===== src/rtl/x_feed_buffer_pkg.sv =====
// ----------------------------------------------------------------------------
// x_feed_buffer_pkg
// Shared types and constants for the X-matrix feed buffer that sits in front
// of the 4-lane MAC ALU.
//   - state_t : buffer FSM states (EMPTY, FULL, STREAM)
//   - DATA_W  : width of one X element
//   - ROWS    : X rows per pass (ALU MAC length)
//   - COLS    : X columns (one per ALU lane)
//   - PASSES  : replays of the full matrix per load
//   - TOTAL   : ALU cycles per loaded matrix (ROWS*PASSES)
// ----------------------------------------------------------------------------
package x_feed_buffer_pkg;

    localparam int DATA_W  = 8;
    localparam int ROWS    = 8;
    localparam int COLS    = 4;
    localparam int PASSES  = 4;
    localparam int TOTAL   = ROWS * PASSES;
    localparam int ENTRIES = ROWS * COLS;

    // Counter widths: load_cnt/use_cnt cover 32 values, row_ptr covers 8.
    localparam int LOAD_W = 5;
    localparam int ROW_W  = 3;

    localparam logic [LOAD_W-1:0] LAST_LOAD = LOAD_W'(ENTRIES - 1);
    localparam logic [LOAD_W-1:0] LAST_USE  = LOAD_W'(TOTAL - 1);

    typedef enum logic [1:0] {
        EMPTY  = 2'd0,
        FULL   = 2'd1,
        STREAM = 2'd2
    } state_t;

endpackage


===== src/rtl/x_row_regfile.sv =====
// ----------------------------------------------------------------------------
// x_row_regfile
// 32 x DATA_W register file holding one 8x4 X matrix in row-major order.
// One byte write port, one row-wide (4 element) combinational read port.
// Ports:
//   clk    : clock
//   rst    : asynchronous active-low reset, clears all entries
//   we     : write enable
//   waddr  : write index (row = waddr[4:2], col = waddr[1:0])
//   wdata  : element to write
//   rrow   : row to read
//   rdata  : the 4 elements of row rrow, rdata[c] = column c
// ----------------------------------------------------------------------------
module x_row_regfile
    import x_feed_buffer_pkg::*;
(
    input  logic                          clk,
    input  logic                          rst,
    input  logic                          we,
    input  logic [LOAD_W-1:0]             waddr,
    input  logic [DATA_W-1:0]             wdata,
    input  logic [ROW_W-1:0]              rrow,
    output logic [COLS-1:0][DATA_W-1:0]   rdata
);

    logic [DATA_W-1:0] mem [ENTRIES];

    always_ff @(posedge clk or negedge rst) begin
        if (!rst) begin
            for (int i = 0; i < ENTRIES; i++) begin
                mem[i] <= '0;
            end
        end else if (we) begin
            mem[waddr] <= wdata;
        end
    end

    // Row-major layout: the row index forms the upper address bits.
    always_comb begin
        rdata = '0;
        for (int c = 0; c < COLS; c++) begin
            rdata[c] = mem[{rrow, c[1:0]}];
        end
    end

endmodule


===== src/rtl/x_feed_buffer.sv =====
// ----------------------------------------------------------------------------
// x_feed_buffer
// Loads one 8x4 X matrix as a serial byte stream, then replays its rows to
// the MAC ALU one row per ALU_en cycle, 4 passes (32 cycles), and frees
// itself for the next matrix.
// Ports:
//   clk        : clock
//   rst        : asynchronous active-low reset
//   in_valid   : input byte valid
//   in_data    : X element, row-major (row r col c at index 4r+c)
//   in_ready   : buffer accepts a byte this cycle (only while EMPTY)
//   ALU_en     : ALU enable; each high cycle consumes one row
//   X_reg1..4  : columns 0..3 of the current row, zero-extended by 1 bit
//   buf_full   : matrix loaded and not fully consumed
//   buf_done   : one-cycle pulse after the 32nd consume cycle
// ----------------------------------------------------------------------------
module x_feed_buffer
    import x_feed_buffer_pkg::*;
(
    input  logic              clk,
    input  logic              rst,
    input  logic              in_valid,
    input  logic [DATA_W-1:0] in_data,
    output logic              in_ready,
    input  logic              ALU_en,
    output logic [DATA_W:0]   X_reg1,
    output logic [DATA_W:0]   X_reg2,
    output logic [DATA_W:0]   X_reg3,
    output logic [DATA_W:0]   X_reg4,
    output logic              buf_full,
    output logic              buf_done
);

    state_t                        state;
    logic [LOAD_W-1:0]             load_cnt;
    logic [LOAD_W-1:0]             use_cnt;
    logic [ROW_W-1:0]              row_ptr;
    logic                          load_we;
    logic [COLS-1:0][DATA_W-1:0]   row_data;

    // in_ready and buf_full decode straight from the state register, so they
    // carry no combinational path from any input.
    assign in_ready = (state == EMPTY);
    assign buf_full = (state != EMPTY);
    assign load_we  = in_valid & in_ready;

    x_row_regfile u_regfile (
        .clk   (clk),
        .rst   (rst),
        .we    (load_we),
        .waddr (load_cnt),
        .wdata (in_data),
        .rrow  (row_ptr),
        .rdata (row_data)
    );

    // FSM and counters. row_ptr always points at the row the ALU sees in the
    // current cycle; a consume cycle advances it for the next one.
    always_ff @(posedge clk or negedge rst) begin
        if (!rst) begin
            state    <= EMPTY;
            load_cnt <= '0;
            use_cnt  <= '0;
            row_ptr  <= '0;
            buf_done <= 1'b0;
        end else begin
            buf_done <= 1'b0;
            case (state)
                EMPTY: begin
                    // ALU_en here is a protocol violation and is ignored.
                    if (load_we) begin
                        if (load_cnt == LAST_LOAD) begin
                            load_cnt <= '0;
                            state    <= FULL;
                        end else begin
                            load_cnt <= load_cnt + 1'b1;
                        end
                    end
                end
                FULL: begin
                    if (ALU_en) begin
                        row_ptr <= row_ptr + 1'b1;
                        use_cnt <= use_cnt + 1'b1;
                        state   <= STREAM;
                    end
                end
                STREAM: begin
                    if (!ALU_en) begin
                        // ALU dropped out early: it clears its own counters,
                        // so rewind to row 0 and keep the matrix.
                        row_ptr <= '0;
                        use_cnt <= '0;
                        state   <= FULL;
                    end else if (use_cnt == LAST_USE) begin
                        row_ptr  <= '0;
                        use_cnt  <= '0;
                        buf_done <= 1'b1;
                        state    <= EMPTY;
                    end else begin
                        row_ptr <= row_ptr + 1'b1;
                        use_cnt <= use_cnt + 1'b1;
                    end
                end
                default: begin
                    state <= EMPTY;
                end
            endcase
        end
    end

    // Outputs are forced to zero while no matrix is held.
    always_comb begin
        X_reg1 = '0;
        X_reg2 = '0;
        X_reg3 = '0;
        X_reg4 = '0;
        if (state != EMPTY) begin
            X_reg1 = {1'b0, row_data[0]};
            X_reg2 = {1'b0, row_data[1]};
            X_reg3 = {1'b0, row_data[2]};
            X_reg4 = {1'b0, row_data[3]};
        end
    end

endmodule


===== config.mk =====
export PLATFORM = sky130hd
export DESIGN_NAME = x_feed_buffer
export DESIGN_NICKNAME = d
export VERILOG_FILES = /design/src/rtl/x_feed_buffer_pkg.sv /design/src/rtl/x_row_regfile.sv /design/src/rtl/x_feed_buffer.sv
export SDC_FILE = /design/constraint.sdc
export NUM_CORES = 1
export LEC_CHECK = 0
export CAP_MARGIN = 10
export CORE_ASPECT_RATIO = 0.75
export CORE_MARGIN = 5
export CORE_UTILIZATION = 66
export CTS_BUF_LIST = sky130_fd_sc_hd__clkbuf_8 sky130_fd_sc_hd__clkbuf_16
export DETAILED_ROUTE_END_ITERATION = 16
export GPL_ROUTABILITY_DRIVEN = 0
export PLACE_DENSITY_LB_ADDON = 0.25
export SKIP_CTS_REPAIR_TIMING = 1
export SLEW_MARGIN = 20
export SYNTH_ARGS = -nofsm -noshare
export SYNTH_HDL_FRONTEND = slang
export SYNTH_SLANG_ARGS = --single-unit

===== constraint.sdc =====
create_clock -name clk -period 4.1 [get_ports clk]
set_input_delay 0.41 -clock clk [delete_from_list [all_inputs] [get_ports clk]]
set_output_delay 0.41 -clock clk [all_outputs]
set_load 0.05 [all_outputs]

==> flow_summary_export.csv <==
group,metric,value,unit
status,status,"finished, final reports clean",
synth,yosys.area.top_type,"dfrtp_1",
synth,synth.cell_area,12700,sq um
global_route,grt_pass1_vias,8067,
timing,period_needed,3.61,ns
timing,slew_headroom,33.6,%
route,wl_met2,14000,um
timing,maxSlewViolCount,0,
clock_network,cts_buffer_depth,3,
timing,max_freq,277,MHz
route,dr_total_vias,7255,
setup_path,cp_slowest_stage_delay,0.76,ns
timing,fin_skew,0.00739,ns
finish,diodes,0,
timing,period_share,88.1,%
synth,synth_async_sr_flop_share,100,%
synth,yosysWarnings,0,
setup_path,crit_slowest_cell,"dfrtp_4",
global_route,grt_overflow_total,0,
route,topRoutingLayerUsed,"met4",
finish,drive_above_1_share,49.5,%
synth,synth_top_area_share,53.4,%
setup_path,crit_type,"reg2out",
timing,hold_violations,0,
synth,post-synth-top-count-cell,"dfrtp_1",
setup_path,crit_fanout,26,
global_route,antenna_found_initial,0,
setup_path,required,3.69,ns
setup_path,crit_path_cell_trace,"buf_4 -> mux4_2 -> a22o_1 -> clkdlybuf4s50_1",
clock_network,clk_latency,0.52,ns
synth,synth_edf_count,0,
power,irDropWorstVdd,514,uV
global_route,grt_max_degree,132,
floorplan,core_region_area,19200,sq um
route,drt_pass1_iterations,4,
setup_path,cp.arrival,3.20,ns
synth,syn_inst,808,
route,wl_met3,1460,um
route,drt-total-wl,27800,um
route,ant_nets,0,
synth,ys.flop_type,"dfrtp_1",
route,post_drt_wl_per_cell,25.2,um
floorplan,num_io_pins,51,
placement,io_buffer_count,46,
synth,synth_commonest_cells,"dfrtp_1 (272), mux2_2 (244), mux4_2 (64)",
floorplan,die_x,170,um
setup_path,critPathBufInv,2,
synth,syn_area_per_cell,15.8,sq um
setup_path,startpoint_type,"flop",
route,drc,0,
setup_path,crit_family,"buffers and inverters",
timing,worst_pin_slew,0.996,ns
global_route,grt_usage,26.1,%
finish,nets,854,
placement,dp_slack,0.995,ns
timing,final.setup.worst_slack,0.486,ns
route,drt-vias-per-instance,6.57,
synth,synthTopCellsByArea,"dfrtp_1 (53%), mux2_2 (22%), mux4_2 (11%)",
clock_network,h-tree-depth,1,
route,drt-met1-wl,11700,um
floorplan,start_util,66.5,%
finish,area_growth,11.5,%
placement,hpwl,17100,um
finish,fillers,1164,
clock_network,cts-root-buf,"clkbuf_16",
clock_network,cts_tree,"yes",
global_route,grt_first_pass_wirelength,44800,um
timing,setup_tns,0,ns
setup_path,end_kind,"primary output",
clock_network,path_clk_slew,0.06,ns
run,drv_cap,0,
floorplan,rows,44,
worst_hold_path,hp-class,"in2async",
clock_network,cts_buffers,26,
power,p_leak,6.34,nW
synth,ys_seq_area_share,53.4,%
power,p_per_area,741,nW/um^2
floorplan,die_h,130,um
synth,synthDistinctLibCells,48,
timing,rsz0062_at_grt,"false",
clock_network,cts_sinks,272,
floorplan,dieArea,22200,sq um
route,first_iter_violations,533,
synth,synth-seq-cells,272,
timing,setup_violations,0,
==> cell usage in the layout, fill, tap and decap left out, drive strengths merged, types with 2 or more instances in the layout <==
| cell type | netlist | layout |
|---|---|---|
| nor3b | 5 | 5 |
| clkdlybuf4s50 | 0 | 38 |
| nand3 | 4 | 4 |
| mux4 | 64 | 64 |
| conb | 1 | 4 |
| or3b | 3 | 3 |
| ha | 9 | 9 |
| inv | 5 | 10 |
| nand2b | 2 | 2 |
| or4bb | 4 | 4 |
| dfrtp | 272 | 272 |
| nor2b | 3 | 3 |
| nand3b | 6 | 6 |
| o211ai | 2 | 2 |
| clkbuf | 32 | 32 |
| o21ai | 4 | 4 |
| nand4bb | 4 | 4 |
| clkinv | 0 | 6 |
| buf | 33 | 21 |
| bufinv | 0 | 3 |
| nand2 | 19 | 19 |
| and3 | 3 | 3 |
| a22o | 36 | 36 |
| nor2 | 19 | 19 |
| mux2 | 259 | 259 |
| and4bb | 4 | 4 |
| a21o | 3 | 3 |
==> cell families after synthesis <==
group / Yosys count / synth area share, %
buffers and inverters: 70 / 2.76
AND/OR/NAND/NOR: 80 / 5.28
XOR/XNOR: 1 / 0.0687
adder cells (fa/ha/maj): 9 / 0.884
AO/OA/AOI/OAI: 51 / 3.30
other: 1 / 0.0294
multiplexers: 324 / 34.3
flip-flops: 272 / 53.4
==> cell type report <==
type                            count  area [sq um]  area share (%)
Clock buffer                       32           744            5.24
Tap cell                          253           317            2.23
Sequential cell                   272          6810            47.9
Inverter                            5          18.8           0.132
Multi-Input combinational cell    469          5600            39.4
Timing Repair Buffer               59           566            3.98
Clock inverter                     15           146            1.03
==> per-layer routing <==
layer  vias up  global-route usage (%)
li1       3079                       -
met1      3930                    36.7
met2       190                    43.6
met3        56                    3.39
met4         0                    7.61
met5         -                       0
==> flip-flops by register name (all words and copies together) (netlist names) <==
name           flops
buf_done           1
load_cnt           5
row_ptr            3
state              2
u_regfile.mem    256
use_cnt            5
==> per-stage QoR <==
step,power [mW],hold slack [ns],util (%),area [sq um],std cells
finish,10.5,0.0105,74.2,14200,1105
global route,11.1,0.0893,74.2,14200,1105
CTS,10.6,0.0524,74.3,14200,1105
detailed placement,8.09,0.479,69.7,13400,1058
global placement,7.81,0.461,69.7,13400,1058
floorplan,7.14,0.114,-,12800,811
==> final timing paths <==
kind | startpoint | end | slack [ns] | cells after the start
worst min-delay path | rst | u_regfile.mem[222] | 0.01 | 1
worst max-delay path | row_ptr[0] | X_reg1[2] | 0.49 | 4
min in group clk | u_regfile.mem[197] | u_regfile.mem[197] | 0.49 | 1
worst min register to register | u_regfile.mem[197] | u_regfile.mem[197] | 0.49 | 1
max in group asynchronous | rst | u_regfile.mem[24] | 3.13 | 2
worst max register to register | state[0] | u_regfile.mem[12] | 1.75 | 3
==> report_power, final <==
part           switching [mW]  total (mW)  internal, mW
Combinational            1.57        3.53          1.96
Clock                    1.00        2.47          1.47
Sequential              0.756        4.53          3.77
Total                    3.33        10.5          7.20
(Power assumes the default switching activity.)
==> RTL change: new RTL, config.mk and constraints unchanged <==
The package constant `LOAD_W` goes from 5 to 6.
--- a/src/rtl/x_feed_buffer_pkg.sv
+++ b/src/rtl/x_feed_buffer_pkg.sv
@@ -20,5 +20,5 @@
 
     // Counter widths: load_cnt/use_cnt cover 32 values, row_ptr covers 8.
-    localparam int LOAD_W = 5;
+    localparam int LOAD_W = 6;
     localparam int ROW_W  = 3;
 
Behaviour: no difference found for any inputs over 10 cycles, from zero or initial values and one cycle with rst low; that may be too few to reach the edited logic, so the function may still have changed.
==> RTL change against the original RTL <==
- the flow now finishes with violations (negative hold slack)
- wire length is 2.4% lower
- total power is 1.8% lower
- clock power is 3% higher
- design area is 1.3% higher
- die area is 1.2% higher
- core utilization is 0.50 points higher
- global-route usage is 1.1 points lower
- worst setup slack worse by 0.087 ns
- sequential cell count is 2 higher
- area after synthesis is 1.3% higher
- final cell count is 4.9% higher
- register-to-register slack better by 0.05 ns
==> RTL change: results (changes against the original RTL) <==
Parameter                              Value

Global route
  Total global routing track utilization ... 24.94% (was 26.07%)
  M3 GR Usage ... 3.994% (was 3.392%)
  Met2 GRT Util ... 40.42% (was 43.61%)
  Met1 capacity usage during global routing ... 36.56% (was 36.72%)
  Maximum number of pins on one net before global-route repair ... 131 (was 132)
  Via count of the first global-routing pass ... 8017 (was 8067)

Final layout
  Fraction of final layout cells with drive strength greater than 1 ... 46.58% (was 49.53%)
  Filler Cell Count ... 1177 (was 1164)
  Final standard cell count with taps included and fillers excluded ... 1159 (was 1105)
  Final layout net count ... 905 (was 854)
  Largest registers ranked by flip-flop count ... u_regfile.mem: 256 flops, load_cnt: 6 flops, use_cnt: 6 flops (was u_regfile.mem: 256 flops, load_cnt: 5 flops, use_cnt: 5 flops)

Drt
  Pre-Repair DR Iteration Count ... 5 (was 4)
  Via-to-Cell Ratio ... 6.374 (was 6.566)
  Final wirelength ... 27.17 mm (was 27.82 mm)
  Violation count after the first detailed-routing iteration ... 590 (was 533)

Placement
  Placed cell count ... 1112 (was 1058)
  Placed wire-length estimate ... 16.75 mm (was 17.07 mm)

Worst setup path
  Largest driver fanout on the critical path ... 29 (was 26)
  Reg-to-reg slack, setup ... 1.80 ns (was 1.75 ns)
  Beginning of the worst register-to-register path ... row_ptr[1]$_DFFE_PN0P_ (was state[0]$_DFFE_PN0P_)
  End point of the critical path ... X_reg3[0] (was X_reg1[2])

STA
  Setup Skew ... 0.01303 ns (was 0.007394 ns)
  WHS ... -0.02985 ns (was 0.01049 ns)
  Post-route clock period utilization ... 90.25% (was 88.14%)
  Final hold viol count ... 13 (was 0)
  Normalized max-slew margin ... 34.27% (was 33.61%)

Power
  Leakage component of the power ... 6.888 nW (was 6.339 nW)

Run status
  Failing checks ... negative hold slack
  Status ... finished, violations left (was finished, final reports clean)

Logic synthesis
  Post-synthesis sequential area ratio ... 53.12% (was 53.41%)
  Cell types with the highest counts after synthesis ... 274 x sky130_fd_sc_hd__dfrtp_1, 246 x sky130_fd_sc_hd__mux2_2, 64 x sky130_fd_sc_hd__mux4_2, 40 x sky130_fd_sc_hd__nor2_1, 37 x sky130_fd_sc_hd__clkbuf_1 (was 272 x sky130_fd_sc_hd__dfrtp_1, 244 x sky130_fd_sc_hd__mux2_2, 64 x sky130_fd_sc_hd__mux4_2, 36 x sky130_fd_sc_hd__a22o_1, 32 x sky130_fd_sc_hd__clkbuf_1)
  Synthesized instance count ... 861 (was 808)
## RTL change: cell count changes after synthesis, sizes merged, moves of 8 or more
cell	delta
nand2	+28
nor2	+21
mux2i	+32
buf	-8
a22o	-36
a21oi	+8
## RTL change: worst max-delay path, stage by stage (launching register included)
cell and delay [ns]:
sky130_fd_sc_hd__dfrtp_4 0.85, sky130_fd_sc_hd__buf_12 0.31, sky130_fd_sc_hd__mux4_2 0.54, sky130_fd_sc_hd__mux2i_1 0.24
sky130_fd_sc_hd__nor2_1 0.10, sky130_fd_sc_hd__clkdlybuf4s50_1 0.71
## RTL change: layout make-up
class / count / area (sq um) / area share, %
inverters: 5 / 18.77 / 0.1305
flip-flops and latches: 274 / 6863 / 47.71
well taps: 253 / 316.6 / 2.201
multi-input cells: 523 / 5732 / 39.85
clock buffers: 32 / 744.5 / 5.175
repair buffers: 57 / 533.0 / 3.705
clock inverters: 15 / 177.7 / 1.235
## RTL change: cell families after synthesis
family | Yosys count | synth area share [%]
AOI/OAI and AO/OA | 27 | 1.299
xor gates and xnor gates | 4 | 0.2715
adders and majority gates | 6 | 0.5816
buffers and inverters | 67 | 2.617
DFF | 274 | 53.12
muxes | 353 | 36.15
other | 1 | 0.02905
and+or+nand+nor | 129 | 5.933
## RTL change: layer usage
layer  vias to the layer above  share of wire (%)
met5                         -                  0
met4                         0                1.6
met3                        35                5.3
li1                       3190                  -
met2                       206                 49
met1                      3957                 44
## RTL change: report_power, final
part           internal [W]  switching, W  total (W)
logic               0.00185       0.00142    0.00327
clock network       0.00154       0.00100    0.00254
registers           0.00376      0.000773    0.00453
total               0.00714       0.00320     0.0103
